**config.mk**
```make
export PLATFORM = sky130hd
export DESIGN_NAME = pq_traffic_gen
export DESIGN_NICKNAME = d
export VERILOG_FILES = /design/src/rtl/pq_traffic_gen.sv
export SDC_FILE = /design/constraint.sdc
export NUM_CORES = 1
export LEC_CHECK = 0
export ABC_AREA = 1
export CORE_ASPECT_RATIO = 2
export CORE_UTILIZATION = 49
export CTS_CLUSTER_DIAMETER = 40
export CTS_CLUSTER_SIZE = 30
export DETAILED_ROUTE_END_ITERATION = 7
export PLACE_DENSITY = 0.81
export SETUP_SLACK_MARGIN = 0.3
export SKIP_CTS_REPAIR_TIMING = 1
export SLEW_MARGIN = 5
export SYNTH_ARGS = -nofsm -noshare
export SYNTH_HDL_FRONTEND = slang
export SYNTH_SLANG_ARGS = --single-unit
```
**constraint.sdc**
```tcl
create_clock -name clk -period 1.8 [get_ports clk]
set_input_delay 0.54 -clock clk [delete_from_list [all_inputs] [get_ports clk]]
set_output_delay 0.54 -clock clk [all_outputs]
set_load 0.02 [all_outputs]
```
**src/rtl/pq_traffic_gen.sv**
```systemverilog
// Fill/drain traffic generator for a min-first priority queue: enqueues LFSR keys, drains, checks order and count.
// Strobes are combinational from state and take effect on the same edge; busy stalls FILL/DRAIN and no strobe is issued while it is high.
module pq_traffic_gen #(
    parameter logic [7:0] MAX_N = 8'd16,
    parameter logic [7:0] SEED  = 8'hA5
) (
    input  logic        clk,
    input  logic        rst,
    input  logic        start,
    input  logic        busy,
    input  logic        full,
    input  logic        empty,
    input  logic [15:0] kvo,
    output logic        enq,
    output logic        deq,
    output logic [15:0] kvi,
    output logic        done,
    output logic        err,
    output logic [7:0]  enq_cnt,
    output logic [7:0]  deq_cnt
);

    typedef enum logic [2:0] {IDLE, FILL, FWAIT, DRAIN, DWAIT, DONE} state_t;

    state_t     state;
    state_t     state_nxt;
    logic [7:0] lfsr;
    logic [7:0] prev_key;
    logic       launch;
    logic       finish;

    always_comb begin
        state_nxt = state;
        enq       = 1'b0;
        deq       = 1'b0;
        launch    = 1'b0;
        finish    = 1'b0;
        case (state)
            IDLE, DONE: begin
                if (start) begin
                    launch    = 1'b1;
                    state_nxt = FILL;
                end
            end
            FILL: begin
                if (!busy) begin
                    if (full || enq_cnt >= MAX_N) begin
                        state_nxt = DRAIN;
                    end else begin
                        enq       = 1'b1;
                        state_nxt = FWAIT;
                    end
                end
            end
            FWAIT: state_nxt = FILL;
            DRAIN: begin
                if (!busy) begin
                    if (empty) begin
                        finish    = 1'b1;
                        state_nxt = DONE;
                    end else begin
                        deq       = 1'b1;
                        state_nxt = DWAIT;
                    end
                end
            end
            DWAIT: state_nxt = DRAIN;
            default: state_nxt = IDLE;
        endcase
        kvi = enq ? {lfsr, enq_cnt} : 16'h0000;
    end

    always_ff @(posedge clk or posedge rst) begin
        if (rst) state <= IDLE;
        else     state <= state_nxt;
    end

    always_ff @(posedge clk or posedge rst) begin
        if (rst) begin
            enq_cnt  <= 8'd0;
            deq_cnt  <= 8'd0;
            err      <= 1'b0;
            done     <= 1'b0;
            lfsr     <= SEED;
            prev_key <= 8'd0;
        end else if (launch) begin
            enq_cnt  <= 8'd0;
            deq_cnt  <= 8'd0;
            err      <= 1'b0;
            done     <= 1'b0;
            lfsr     <= SEED;
            prev_key <= 8'd0;
        end else begin
            if (enq) begin
                enq_cnt <= enq_cnt + 8'd1;
                lfsr    <= {lfsr[6:0], lfsr[7] ^ lfsr[5] ^ lfsr[4] ^ lfsr[3]};
            end
            if (deq) begin
                prev_key <= kvo[15:8];
                // deq_cnt is zero only before the first dequeue, so it doubles as the first-dequeue flag
                if (deq_cnt != 8'd0 && kvo[15:8] < prev_key) err <= 1'b1;
                if (deq_cnt == 8'hFF) err <= 1'b1;
                else                  deq_cnt <= deq_cnt + 8'd1;
            end
            if (finish) begin
                done <= 1'b1;
                if (deq_cnt != enq_cnt) err <= 1'b1;
            end
        end
    end

endmodule

```
==> results <==
==> metrics by stage <==
stage          instances  utilization, %  TNS, ns  setup WS (ns)
4_1_cts              427            74.0   -16.28          -1.08
2_1_floorplan        284               -        0         0.0354
3_5_place_dp         419            72.1   -21.82          -1.06
3_3_place_gp         419            72.1   -20.40          -1.02
6_report             455            86.8    -5.17         -0.405
5_1_grt              455            86.8    -6.88         -0.449
==> cell type report <==
type | count | area, um2
sequential | 37 | 940
multi-input combinational | 187 | 1380
clock buffer | 6 | 72.6
timing repair buffer | 115 | 1120
tap | 54 | 67.6
fill | 195 | 579
clock inverter | 2 | 10.0
inverter | 54 | 215
==> power by group through the flow <==
stage,Clock (mW),Combinational (mW),Sequential [mW]
5_1_grt,0.622,3.37,1.29
2_1_floorplan,0,1.25,1.34
6_report,0.576,3.18,1.28
4_1_cts,0.588,2.20,1.25
3_5_place_dp,0,2.19,1.26
3_3_place_gp,0,2.13,1.25
==> synth_stat cells (all sizes together) <==
| cell | number |
|---|---|
| nand2 | 68 |
| inv | 54 |
| dfrtp | 33 |
| nor2 | 26 |
| nand3 | 18 |
| o21ai | 18 |
| ha | 11 |
| buf | 9 |
| xnor2 | 9 |
| xor2 | 7 |
| a21oi | 6 |
| nor3 | 6 |
| a31o | 4 |
| dfstp | 4 |
| o211ai | 3 |
| nand4 | 2 |
| a221oi | 1 |
| a22oi | 1 |
| conb | 1 |
==> state kept, by name (all words and copies together), names as in the netlist <==
signal	cells
deq_cnt	8
err	1
prev_key	8
enq_cnt	8
done	1
state	3
lfsr	8
==> worst max-delay path: cells and delay by family, from the launching register on <==
family,cells,cell delay [ns]
DFF,1,0.43
and+or+nand+nor,4,0.70
buffers and inverters,2,0.24
==> worst paths after layout <==
path	start	to	slack [ns]	cells past startpoint
max	enq_cnt[5]$_DFFE_PP0P_	kvi[12]	-0.40	6
min	prev_key[7]$_DFFE_PP0P_	prev_key[7]$_DFFE_PP0P_	0.53	2
max reg2reg	state[2]$_DFFE_PP0P_	prev_key[0]$_DFFE_PP0P_	-0.04	13
min reg2reg	prev_key[7]$_DFFE_PP0P_	prev_key[7]$_DFFE_PP0P_	0.53	2
max in group asynchronous	rst	lfsr[2]$_DFFE_PP1P_	0.90	3
min in group asynchronous	rst	lfsr[4]$_DFFE_PP0P_	0.64	3
==> per-layer routing <==
metal,track usage (%),share of wire [%],vias up
li1,-,-,1105
met1,26.8,33,1186
met2,48.8,53,148
met3,3.27,6.0,62
met4,9.01,8.0,0
met5,0,0,-
==> logic make-up (layout without fill, tap and decap cells) <==
family	count (synthesis)	after routing	share of synthesized area (%)
simple gates	120	123	24.3
buf+inv	63	177	12.2
flops	37	37	41.1
compound gates	33	33	10.1
xor+xnor	16	16	6.19
fa+ha+maj	11	11	6.08
other cells	1	4	0.166
==> metrics.yaml <==
grt_antenna_before_repair: 0
grt_pass1_vias: 2180
core-area_mm2: 0.00438
path_class: "reg -> out"
p_int_mw: 2.76
placed_cell_area_mm2: 0.00316
rsz0062_at_grt: "true"
layout_commonest_cell: "nand2_1"
ant_nets: 0
yosys-top-cells-area: "dfrtp_1 36%, nand2_1 10%, inv_1 8.3%"
synth.distinct_cells: 32
dpl.hpwl_um: 4270
violations: "negative setup slack"
nets: 433
yosysWarnings: 0
hold_violations: 0
p_leak_nw: 2.06
drc_errors: 0
drv_cap: 0
clock-sinks: 37
crit_fanout: 4
cts.reportedPaths.clkPinSlew_ns: 0.08
skew_ns: 0.00882
worstPathCellList: "nor2_4, nand3_4, nor3_4, nand2_1, inv_2, clkbuf_2"
post_drt_wl_per_cell_um: 19.1
die_w_um: 50.1
drive_above_1_share_pct: 45.4
power.total_mw: 5.03
io_buffers: 45
syn_avg_cell_area_um2: 8.06
fmaxAchievable_mhz: 454
drt_iter0_drc: 142
gp_congestion: 0.893
root_buffer: "clkbuf_8"
grt_pass1_wl_um: 9630
setup_viol: 24
final_cell_area_mm2: 0.00380
timing.final.crit_share_pct: 122
antenna_cells: 0
overflow: 0
slew_headroom_pct: 60.8
worst_slew_pin_slew_ns: 0.588
syn_inst: 281
endpoint_kind: "output port"
p_clk_share_pct: 11.4
dr.pass1.iters: 4
worstPathArrival_ns: 1.66
critPathSlowestCell: "dfrtp_2"
cp-start-kind: "register"
viasPerCell: 5.50
io_pins: 58
fin_worst_hold_slack_ns: 0.529
worstPathRequired_ns: 1.26
clk_path_buf_depth: 2
switching_share_pct: 45.2
drv_slew: 0
placementRows: 34
wl_um: 8670
initial_core_util_pct: 51.7
status: "finished with violations"
tritoncts: "yes"
layout.cells.most_common_list: "56 x nand2_1, 45 x buf_6, 44 x buf_4, 43 x inv_1, 26 x dfrtp_1"
max_stage_delay_ns: 0.43
syn_to_final_growth_pct: 67.9
ir_drop_v: 0.000892
die_area_mm2: 0.00491
synth_top_area_share_pct: 36.5
vias: 2501
numCtsBuffers: 5
grt_max_degree: 38
p_per_area_mw_per_mm2: 1320
power_frac_comb_pct: 63.1
insertion_delay_ns: 0.30
synth-seq-cells: 37
p_sw_mw: 2.27
seq_power_share_pct: 25.4
period_minus_slack_ns: 2.20
htree_num_levels: 2
syn_area_mm2: 0.00226
synth.yosys.seq_area_share_pct: 41.1
setup_ws_ns: -0.405
grt_util_all_layers_pct: 25.5
fp.dieH_um: 98.1
hold_class: "reg -> reg"
yosysTopAreaCell: "dfrtp_1"
(Power assumes the default switching activity.)
